==> config.mk <==
export PLATFORM = sky130hd
export DESIGN_NAME = pipeline_stall_unit
export DESIGN_NICKNAME = d
export VERILOG_FILES = /design/src/rtl/lc3b_types.sv /design/src/rtl/resp_hold_buf.sv /design/src/rtl/pipeline_stall_unit.sv
export SDC_FILE = /design/constraint.sdc
export NUM_CORES = 1
export LEC_CHECK = 0
export ABC_CLOCK_PERIOD_IN_PS = 4200
export CAP_MARGIN = 10
export CORE_MARGIN = 1
export CORE_UTILIZATION = 42
export DETAILED_ROUTE_END_ITERATION = 6
export PLACE_DENSITY = 0.84
export SETUP_SLACK_MARGIN = 0.1
export SYNTH_ARGS = -nofsm -noshare
export SYNTH_HDL_FRONTEND = slang
export SYNTH_SLANG_ARGS = --single-unit
==> constraint.sdc <==
create_clock -name clk -period 4.2 [get_ports clk]
set_clock_uncertainty 0.1 [all_clocks]
set_input_delay 0.84 -clock clk [delete_from_list [all_inputs] [get_ports clk]]
set_output_delay 0.84 -clock clk [all_outputs]
set_load 0.05 [all_outputs]
==> src/rtl/lc3b_types.sv <==
// Shared LC-3b pipeline types and the stall-unit state encoding.
package lc3b_types;

    typedef logic [2:0]  lc3b_reg;
    typedef logic [15:0] lc3b_word;

    typedef enum logic {
        RUN  = 1'b0,
        WAIT = 1'b1
    } lc3b_stall_state;

    localparam lc3b_word PERF_MAX = 16'hFFFF;

endpackage

==> src/rtl/resp_hold_buf.sv <==
// One-word holding register for a cache response that arrived while the pipeline was frozen.
module resp_hold_buf
    import lc3b_types::*;
(
    input  logic     clk,
    input  logic     reset,
    input  logic     capture,
    input  logic     drop,
    input  lc3b_word word,
    output lc3b_word held,
    output logic     valid
);

    always_ff @(posedge clk) begin
        if (reset) begin
            held  <= '0;
            valid <= 1'b0;
        end else if (capture) begin
            held  <= word;
            valid <= 1'b1;
        end else if (drop) begin
            held  <= '0;
            valid <= 1'b0;
        end
    end

endmodule

==> src/rtl/pipeline_stall_unit.sv <==
// Stall/bubble/flush control for load-use, cache-miss and taken-branch hazards.
// Optional build macro STALL_PERF_EN adds saturating hazard counters and their ports.
module pipeline_stall_unit
    import lc3b_types::*;
#(
    parameter int NUM_STAGES = 4
) (
    input  logic            clk,
    input  logic            reset,
    input  lc3b_reg         src1_id,
    input  lc3b_reg         src2_id,
    input  logic            src1_used_id,
    input  logic            src2_used_id,
    input  lc3b_reg         dest_ex,
    input  logic            load_regfile_ex,
    input  logic            mem_read_ex,
    input  logic            imem_read,
    input  logic            imem_resp,
    input  lc3b_word        imem_rdata,
    input  logic            dmem_req,
    input  logic            dmem_resp,
    input  lc3b_word        dmem_rdata,
    input  logic            branch_taken_mem,
    output logic            load_pc,
    output logic            load_if_id,
    output logic            load_id_ex,
    output logic            load_ex_mem,
    output logic            load_mem_wb,
    output logic            flush_if_id,
    output logic            flush_id_ex,
    output logic            flush_ex_mem,
    output lc3b_word        instr_out,
    output lc3b_word        mem_rdata_out,
    output lc3b_stall_state state
`ifdef STALL_PERF_EN
    ,
    output logic [15:0]     cnt_lu,
    output logic [15:0]     cnt_imiss,
    output logic [15:0]     cnt_dmiss
`endif
);

    lc3b_stall_state state_next;

    logic     ibuf_valid, dbuf_valid;
    lc3b_word ibuf, dbuf;
    logic     lu, ibusy, dbusy, freeze;
    logic     icapture, dcapture;

    // Index 0 = IF/ID ... NUM_STAGES-1 = MEM/WB.
    logic [NUM_STAGES-1:0] stage_load;
    logic [2:0]            stage_flush;
    logic                  pc_load;

    // R0 is a real register here, so no zero-register exemption.
    assign lu = mem_read_ex & load_regfile_ex &
                ((src1_used_id & (dest_ex == src1_id)) |
                 (src2_used_id & (dest_ex == src2_id)));

    // A buffered response counts as completion for that cache.
    assign ibusy  = imem_read & ~imem_resp & ~ibuf_valid;
    assign dbusy  = dmem_req  & ~dmem_resp & ~dbuf_valid;
    assign freeze = ibusy | dbusy;

    always_comb begin
        pc_load     = 1'b1;
        stage_load  = '1;
        stage_flush = '0;
        if (reset) begin
            pc_load = 1'b1;
        end else if (freeze) begin
            pc_load    = 1'b0;
            stage_load = '0;
        end else if (branch_taken_mem) begin
            stage_flush = '1;
        end else if (lu) begin
            pc_load        = 1'b0;
            stage_load[0]  = 1'b0;
            stage_flush[1] = 1'b1;
        end
    end

    assign load_pc      = pc_load;
    assign load_if_id   = stage_load[0];
    assign load_id_ex   = stage_load[1];
    assign load_ex_mem  = stage_load[2];
    assign load_mem_wb  = stage_load[NUM_STAGES-1];
    assign flush_if_id  = stage_flush[0];
    assign flush_id_ex  = stage_flush[1];
    assign flush_ex_mem = stage_flush[2];

    always_comb begin
        state_next = RUN;
        if (!reset && freeze) state_next = WAIT;
    end

    always_ff @(posedge clk) begin
        if (reset) state <= RUN;
        else       state <= state_next;
    end

    // Only the cache that is not holding things up can be captured during a freeze.
    assign icapture = ~reset & freeze & imem_read & imem_resp & ~ibuf_valid;
    assign dcapture = ~reset & freeze & dmem_req  & dmem_resp & ~dbuf_valid;

    resp_hold_buf u_ibuf (
        .clk     (clk),
        .reset   (reset),
        .capture (icapture),
        .drop    (stage_load[0]),
        .word    (imem_rdata),
        .held    (ibuf),
        .valid   (ibuf_valid)
    );

    resp_hold_buf u_dbuf (
        .clk     (clk),
        .reset   (reset),
        .capture (dcapture),
        .drop    (stage_load[NUM_STAGES-1]),
        .word    (dmem_rdata),
        .held    (dbuf),
        .valid   (dbuf_valid)
    );

    assign instr_out     = ibuf_valid ? ibuf : imem_rdata;
    assign mem_rdata_out = dbuf_valid ? dbuf : dmem_rdata;

`ifdef STALL_PERF_EN
    logic lu_bubble;
    assign lu_bubble = ~freeze & ~branch_taken_mem & lu;

    always_ff @(posedge clk) begin
        if (reset) begin
            cnt_lu    <= '0;
            cnt_imiss <= '0;
            cnt_dmiss <= '0;
        end else begin
            if (lu_bubble && cnt_lu != PERF_MAX) cnt_lu    <= cnt_lu + 16'd1;
            if (ibusy && cnt_imiss != PERF_MAX)  cnt_imiss <= cnt_imiss + 16'd1;
            if (dbusy && cnt_dmiss != PERF_MAX)  cnt_dmiss <= cnt_dmiss + 16'd1;
        end
    end
`endif

endmodule

* Word level (Yosys, flattened, before mapping)
Cells that the tools add are included.
** Word-level totals
- Register bits :: 35
- Bits of input ports :: 52
- Output and inout port bits :: 41
- Word-level logic and storage cells :: 55
** Cells by class
- Equality and inequality tests :: 2
- Multiplexer cells :: 22
- Bitwise gates (word level) :: 22
- Reductions and logical operators :: 4
** Operators by type and width (number)
- 2-to-1 mux 16 bit :: 6
- AND 1 bit :: 15
- 2-to-1 mux 1 bit :: 12
- 2-to-1 mux 3 bit :: 3
- == test 3 bit :: 2
- NOT 1 bit :: 5
- 2-to-1 mux 4 bit :: 1
- nonzero test 2 bit :: 2
- bitwise OR 1 bit :: 2
- logical AND 1 bit :: 1
- zero test 1 bit :: 1

* Depth between registers and ports, before layout
Gate-level depths: netlist (run 1).
- Depth in word-level cells :: 10
- Depth in mapped cells :: 8
- Gate-level depth less buffers :: 6

* Modules after synthesis
From an unflattened synthesis (run 1), not the netlist that was laid out.
** Unflattened totals
- Cells, all modules :: 217
- Area, all modules :: 2122.0 um2
** Modules (own cells, without submodules)
- resp_hold_buf :: instances 2, cells an instance 77, area an instance 757.0 um2, sequential area each 340.3 um2
- pipeline_stall_unit :: instances 1, cells an instance 63, area an instance 608.1 um2, sequential area each 20.0 um2

* Least setup slack after synthesis (run 1)
Ideal clock, no wire load.
- Path type :: input -> output
- Start :: input port dmem_req
- End :: output port load_id_ex
- Arrival time :: 2.365 ns
- Data required time :: 3.260 ns
- Path slack :: 0.895 ns
- Stages :: 6
- Buffers on the path :: 2
- Cells stage by stage :: nor3b_1 > nor2_1 > nor2_4 > inv_2 > buf_1 > buf_4
** Between the ends
- Cells in the longest elaborated chain, start to end :: 5
** Ends and longest elaborated chain
- start: declaration :: RTL line pipeline_stall_unit.sv:20 : input logic dmem_req,
- AND 1 bit (2 in series) :: RTL line pipeline_stall_unit.sv:62 : assign dbusy = dmem_req & ~dmem_resp & ~dbuf_valid;
- bitwise OR 1 bit :: RTL line pipeline_stall_unit.sv:63 : assign freeze = ibusy | dbusy;
- 2-to-1 mux 3 bit :: RTL line pipeline_stall_unit.sv:71 : end else if (freeze) begin
- 2-to-1 mux 4 bit :: RTL line pipeline_stall_unit.sv:69 : if (reset) begin
- end: declaration :: RTL line pipeline_stall_unit.sv:26 : output logic load_id_ex,
Every way passes these cells.

* Final worst setup path (run 1)
- Start :: input port dest_ex[0]
- End :: output port load_if_id
** Between the ends
- Cells in the longest elaborated chain, start to end :: 8
- Elaborated cells between the ends (all ways) :: 10
- Those cells by class :: eq/ne (2); mux (4); bitwise (4)
** Ends and longest elaborated chain
- start: declaration :: RTL line pipeline_stall_unit.sv:14 : input lc3b_reg dest_ex,
- == test 3 bit (on tied branches) :: RTL line pipeline_stall_unit.sv:57, pipeline_stall_unit.sv:58
- AND 1 bit (on tied branches) :: RTL line pipeline_stall_unit.sv:57, pipeline_stall_unit.sv:58
- bitwise OR 1 bit (*) :: RTL line pipeline_stall_unit.sv:57 : ((src1_used_id & (dest_ex == src1_id)) |
- AND 1 bit (*) :: RTL line pipeline_stall_unit.sv:56 : assign lu = mem_read_ex & load_regfile_ex &
- 2-to-1 mux 1 bit (*) :: RTL line pipeline_stall_unit.sv:76 : end else if (lu) begin
- 2-to-1 mux 1 bit (*) :: RTL line pipeline_stall_unit.sv:74 : end else if (branch_taken_mem) begin
- 2-to-1 mux 1 bit (*) :: RTL line pipeline_stall_unit.sv:71
- 2-to-1 mux 4 bit (*) :: RTL line pipeline_stall_unit.sv:69
- end: declaration :: RTL line pipeline_stall_unit.sv:25 : output logic load_if_id,
Mark *: on every way between the ends. The rest lies on a longest branch, timed or not.

==> results.yml, run 1 <==
sta:
  fmax_mhz: 258
  fin_crit_ns: 3.87
  tns_ns: 0
  fin_crit_sh_pct: 92.2
  max_slew_margin_pct: 55.9
  hold_viol_final: 0
  final-max-slew-violation-count: 0
  finalSetupViolations: 0
  worstMarginPinSlew_ns: 0.659
  rsz0062_at_grt: "false"
finish:
  antenna_cells: 0
  final_nets: 314
  final_cells: 311
  layout-drive-gt1-share_pct: 22.2
  area_delta_synth_final_pct: 56.2
min_path:
  min_path_type: "flop to flop"
  holdPathEnd: "u_dbuf.held[8]"
  holdPathStages: 2
  hold_start: "u_dbuf.held[8]"
detailed_routing:
  vias: 1559
  drtAntennaViolNets: 0
  drt-vias-per-instance: 5.01
  drt_wl_total_um: 4260
  drc: 0
  drt_pass1_iterations: 4
  wl_per_cell_um: 13.7
  drtIter0Drc: 64
floorplan:
  fp.dieH_um: 66.3
  io_pins: 93
  fp.coreArea_um2: 3970
  rows: 23
  die_area_um2: 4390
  die_x_um: 66.3
  start_util_pct: 43.7
synth:
  yosysUniqueCellTypes: 27
  synthFlopType: "dfxtp_1"
  postSynthAreaPerCell_um2: 9.92
  yosys.area_share.simple_pct: 13.1
  ys_warn_count: 0
  synth-edff-count: 0
  synth_most_common_cell: "dfxtp_1"
  synth_top_family_by_area: "multiplexers"
  yosysSeqAreaShare_pct: 40.4
  async_reset_ff_share_pct: 0
  ys_top_cells_by_area: "dfxtp_1 40%, mux2_2 21%, nand2_1 7.1%"
  muxShareOfSynthArea_pct: 21.6
  synth_common_cells: "35 x dfxtp_1, 33 x nand2_1, 32 x mux2_2"
  synthXorXnorAreaFrac_pct: 3.03
  syn_nets: 227
  synth_fa_ha_area_share_pct: 0
  synth_top_area_share_pct: 40.4
  synth_top_area_cell: "dfxtp_1"
  ys_seq_elements: 35
  syn-cell-area_um2: 1740
  synth_compound_area_share_pct: 16.3
  netlist_instances: 175
cts:
  cts.repair.resized: 0
  cts_buffer_depth: 2
  post_cts_buffers: 0
  cts_root_buf: "clkbuf_8"
  cts_made_buffers: 5
  cts.sinks: 35
  clock_latency_ns: 0.28
  clk_pin_slew_ns: 0.06
  hold_buffers: 0
  h-tree-depth: 2
  cts_tree: "built"
placement:
  dp_cells: 305
  dp_hpwl_um: 3070
  io_buffers: 92
  globalplace.congestion: 0.717
setup_path:
  reg2regPathDepth: 7
  slowest_stage: "clkdlybuf4s50_1"
  path_cells: "clkdlybuf4s50_1 > xnor2_1 > nand4_1 > a2111oi_4 > nor2_1 > clkdlybuf4s50_1"
  cp_max_fo: 3
  end_kind: "primary output"
  r2r_start: "u_dbuf.valid"
  r2r_end: "u_ibuf.held[2]"
  critPathLaunchType: "input port"
  critical_path_class: "input port to primary output"
  max_stage_delay_ns: 0.72
  arrival_ns: 2.93
  reg2reg_slack_ns: 2.19
  crit_required_ns: 3.26
  path_buf_inv: 2
  cp_common_cell: "clkdlybuf4s50_1"
  crit_family: "buffers and inverters"
run_status:
  status: "finished clean"
global_routing:
  antenna_found_initial: 0
  grt_pass1_wl_um: 6510
  track_usage_pct: 19.4
  grt_pass1_vias: 1492
  grt_overflow: 0
  grt_start_max_net_pins: 22
power_and_ir_drop:
  power_density_nw_per_um2: 302
  ir_drop_v: 0.000213
  power.leakage_nw: 0.962
run:
  drv_cap: 0
==> tightest hold or removal path: stages (launching register included) <==
cell     delay [ns]
dfxtp_1        0.31
nand2_1        0.05
a21oi_1        0.05
==> metrics by stage <==
| stage | cell area (um^2) | hold WS, ns | utilization, % | setup WS (ns) | power (mW) |
|---|---|---|---|---|---|
| 2_1_floorplan | 1740 | 0.333 | - | 0.895 | 0.505 |
| 3_3_place_gp | 2640 | 0.339 | 66.4 | 0.335 | 0.606 |
| 3_5_place_dp | 2640 | 0.350 | 66.4 | 0.328 | 0.609 |
| 4_1_cts | 2710 | 0.359 | 68.2 | 0.325 | 0.828 |
| 5_1_grt | 2710 | 0.378 | 68.2 | 0.211 | 0.856 |
| 6_report | 2710 | 0.355 | 68.2 | 0.328 | 0.819 |
==> power breakdown <==
part           total (mW)  switching (mW)  internal [mW]
sequential          0.343         0.00354          0.340
clock               0.217           0.107          0.110
combinational       0.258           0.145          0.113
total               0.819           0.256          0.563
==> layout by cell type (no fill, tap or decap), types with 2 or more instances in the layout <==
master	count
nor2_4	2
dfxtp_1	35
xnor2_1	6
nand4_1	2
clkdlybuf4s50_1	89
buf_4	5
a22o_1	6
a22o_2	10
clkbuf_8	5
nand2_1	33
nand3_1	2
mux2_2	32
nor2_1	3
a21oi_1	19
==> registers in the layout, indices dropped and copies added, names as in the netlist <==
signal        flops
u_ibuf.valid      1
state             1
u_dbuf.held      16
u_dbuf.valid      1
u_ibuf.held      16
==> per-layer routing <==
metal	routed length [um]	global-route usage [%]	share of wire, %
met1	1780	21.0	42
met2	2130	35.3	50
met3	295	6.03	6.9
met4	58	6.38	1.4
met5	0	0	0
==> area by class of cell <==
type	instances	area, um^2
tap	50	62.6
sequential	35	701
inverter	2	7.51
clock buffer	6	72.6
timing repair buffer	94	928
multi-input combinational	124	938
fill	333	1260
==> kinds of logic after synthesis <==
group	count (synthesis)
simple gates	48
compound gates	37
flops	35
mux	33
buf+inv	16
xor+xnor	6
==> worst max path at each step <==
stage               startpoint         end  slack [ns]  depth (start not counted)
floorplan             dmem_req  load_id_ex        0.90                          6
global placement    dest_ex[0]  load_if_id        0.33                          6
detailed placement  dest_ex[1]  load_if_id        0.33                          6
CTS                 dest_ex[0]  load_if_id        0.32                          6
global route        dest_ex[0]  load_if_id        0.21                          6
finish              dest_ex[0]  load_if_id        0.33                          6
Power figures use the tool's default switching activity.
==> run 2, diff against run 1 <==
--- a/config.mk
+++ b/config.mk
@@ -12,6 +12,7 @@
 export DETAILED_ROUTE_END_ITERATION = 6
 export PLACE_DENSITY = 0.84
 export SETUP_SLACK_MARGIN = 0.1
+export SKIP_LAST_GASP = 1
 export SYNTH_ARGS = -nofsm -noshare
 export SYNTH_HDL_FRONTEND = slang
 export SYNTH_SLANG_ARGS = --single-unit
==> results of run 2 <==
Final layout, timing and power as in run 1 (identical DEF).
==> run 3, diff against run 2 <==
--- a/config.mk
+++ b/config.mk
@@ -5,12 +5,13 @@
 export SDC_FILE = /design/constraint.sdc
 export NUM_CORES = 1
 export LEC_CHECK = 0
-export ABC_CLOCK_PERIOD_IN_PS = 4200
+export ABC_CLOCK_PERIOD_IN_PS = 3300
 export CAP_MARGIN = 10
 export CORE_MARGIN = 1
-export CORE_UTILIZATION = 42
+export CORE_UTILIZATION = 35
 export DETAILED_ROUTE_END_ITERATION = 6
-export PLACE_DENSITY = 0.84
+export GPL_TIMING_DRIVEN = 0
+export PLACE_DENSITY = 0.75
 export SETUP_SLACK_MARGIN = 0.1
 export SKIP_LAST_GASP = 1
 export SYNTH_ARGS = -nofsm -noshare
==> constraint.sdc (replaced) <==
create_clock -name clk -period 3.3 [get_ports clk]
set_clock_uncertainty 0.1 [all_clocks]
set_input_delay 0.66 -clock clk [delete_from_list [all_inputs] [get_ports clk]]
set_output_delay 0.66 -clock clk [all_outputs]
set_load 0.05 [all_outputs]
==> run 3 against run 2 <==
Net effect: sequential share of layout area shrank 0.97 points; combinational power grew 29%; via count grew 1.7%; utilization shrank 9.0 points; cell area grew 3.9%.
==> results.yml, run 3 (synthesized netlist as in run 1, its figures left out) <==
power_and_ir_drop:
  p_switching_uw: 333
  ir_drop_v: 0.000193
  power.leakage_nw: 1.03
  seqPwrFrac_pct: 41.1
  combPwrFrac_pct: 31.4
  clkPwrFrac_pct: 27.5
  p_int_uw: 728
  switching_share_pct: 31.4
  power_density_nw_per_um2: 377
placement:
  globalplace.congestion: 0.682
  dp_cells: 334
  dp_hpwl_um: 3070
  io_buffers: 92
setup_path:
  arrival_ns: 2.33
  r2r_end: "u_ibuf.held[2]"
  startpoint: "dest_ex[1]"
  r2r_start: "u_ibuf.valid"
  reg2regPathDepth: 7
  critical_path_class: "input port to primary output"
  cp_max_fo: 2
  reg2reg_slack_ns: 1.43
  crit_required_ns: 2.54
  critPathLaunchType: "input port"
  end_kind: "primary output"
  endpoint: "flush_id_ex"
detailed_routing:
  route.met2.wl_um: 1950
  drt_pass1_iterations: 4
  vias: 1585
  highest_layer: "met4"
  drt-vias-per-instance: 4.65
  wl_per_cell_um: 12.1
  drtAntennaViolNets: 0
  drc: 0
  met3WireLength_um: 293
  m1WireLength_um: 1880
  drt_wl_total_um: 4140
  drtIter0Drc: 55
floorplan:
  die_x_um: 72.4
  fp.dieH_um: 72.4
  fp.coreArea_um2: 4750
  die_area_um2: 5240
  rows: 25
  start_util_pct: 36.5
  io_pins: 93
cts:
  h-tree-depth: 2
  cts_buffer_depth: 2
  cts_root_buf: "clkbuf_8"
  clock_latency_ns: 0.28
  cts_made_buffers: 5
  cts_tree: "built"
  clk_pin_slew_ns: 0.07
  cts.sinks: 35
sta:
  max_slew_margin_pct: 62.4
  worstMarginPinSlew_ns: 0.564
  final-max-slew-violation-count: 0
  hold_viol_final: 0
  fin_crit_sh_pct: 93.8
  fmax_mhz: 323
  finalSetupViolations: 0
  rsz0062_at_grt: "false"
  fin_crit_ns: 3.09
min_path:
  min_path_type: "flop to flop"
  hold_start: "u_dbuf.held[9]"
finish:
  top_regs: "u_dbuf.held: 16 flops, u_ibuf.held: 16 flops"
  antenna_cells: 0
  layout_common_cells: "84 x clkdlybuf4s50_1, 35 x dfxtp_1, 33 x nand2_1"
  final_cells: 341
  final_core_util_pct: 59.2
  final_nets: 325
  final_common_cell: "clkdlybuf4s50_1"
  area_delta_synth_final_pct: 62.2
  layout-drive-gt1-share_pct: 25.9
global_routing:
  antenna_found_initial: 0
  grt_pass1_vias: 1465
  grt_pass1_wl_um: 6540
  track_usage_pct: 16.3
  grt_overflow: 0
  grt_start_max_net_pins: 22
run:
  drv_cap: 0
run_status:
  status: "finished clean"
-- run 3: cell count changes in the layout (fill, tap and decap cells not counted), moves of 2 or more --
| cell | delta |
|---|---|
| clkdlybuf4s15_2 | +2 |
| clkdlybuf4s50_1 | -5 |
| clkbuf_1 | +4 |
| dlygate4sd2_1 | +3 |
| buf_2 | +3 |
| buf_4 | +2 |
| clkbuf_2 | +2 |
-- run 3: final cells by class --
cell class | count | area, um^2
fillers | 446 | 1940
multi-input cells | 124 | 946
repair buffers | 92 | 907
flip-flops and latches | 35 | 701
plain buffers | 13 | 86.3
well taps | 67 | 83.8
clock buffers | 7 | 76.3
inverters | 2 | 10.0
clock inverters | 1 | 5.00
-- run 3: metrics by stage --
stage	worst slack, ns	power, mW	TNS (ns)	cell area (um^2)	hold WS (ns)
4_1_cts	-0.0412	1.07	-0.0412	2810	0.357
3_3_place_gp	-0.617	0.782	-2.38	2740	0.338
6_report	0.205	1.06	0	2820	0.353
5_1_grt	0.105	1.11	0	2820	0.371
3_5_place_dp	-0.650	0.783	-2.47	2740	0.347
2_1_floorplan	0.355	0.643	0	1740	0.333
-- run 3: power by group through the flow --
stage	logic, mW	clock network (mW)	registers, mW
after global placement	0.336	0	0.446
after CTS	0.335	0.300	0.437
after detailed placement	0.337	0	0.446
after floorplan	0.195	0	0.448
after global routing	0.351	0.322	0.437
final	0.333	0.292	0.437
-- run 3: what timing repair did --
action,4_1_cts,5_1_grt
buffers inserted,0,0
resized for setup,18,11
pin swaps,0,4
hold buffers,0,0
setup endpoints to repair,8,14
-- run 3: worst max-delay path, cell delays in order --
cell             delay (ns)
clkdlybuf4s50_1        0.50
xnor2_1                0.14
nand4_1                0.20
a21oi_1                0.19
o21a_1                 0.12
dlygate4sd2_1          0.53
-- run 3: routing by layer --
metal | global-route usage [%] | vias to the layer above
met5 | 0 | -
met4 | 5.88 | 0
met3 | 6.81 | 2
met2 | 26.5 | 54
met1 | 19.1 | 721
li1 | - | 808
-- run 3: how the worst min path moves through the flow --
| stage | end | slack, ns | cells after the start |
|---|---|---|---|
| floorplan | u_dbuf.held[0] | 0.33 | 2 |
| global placement | u_dbuf.held[1] | 0.34 | 2 |
| detailed placement | u_dbuf.held[9] | 0.35 | 2 |
| CTS | u_dbuf.held[9] | 0.36 | 2 |
| global route | u_dbuf.held[9] | 0.37 | 2 |
| finish | u_dbuf.held[9] | 0.35 | 2 |
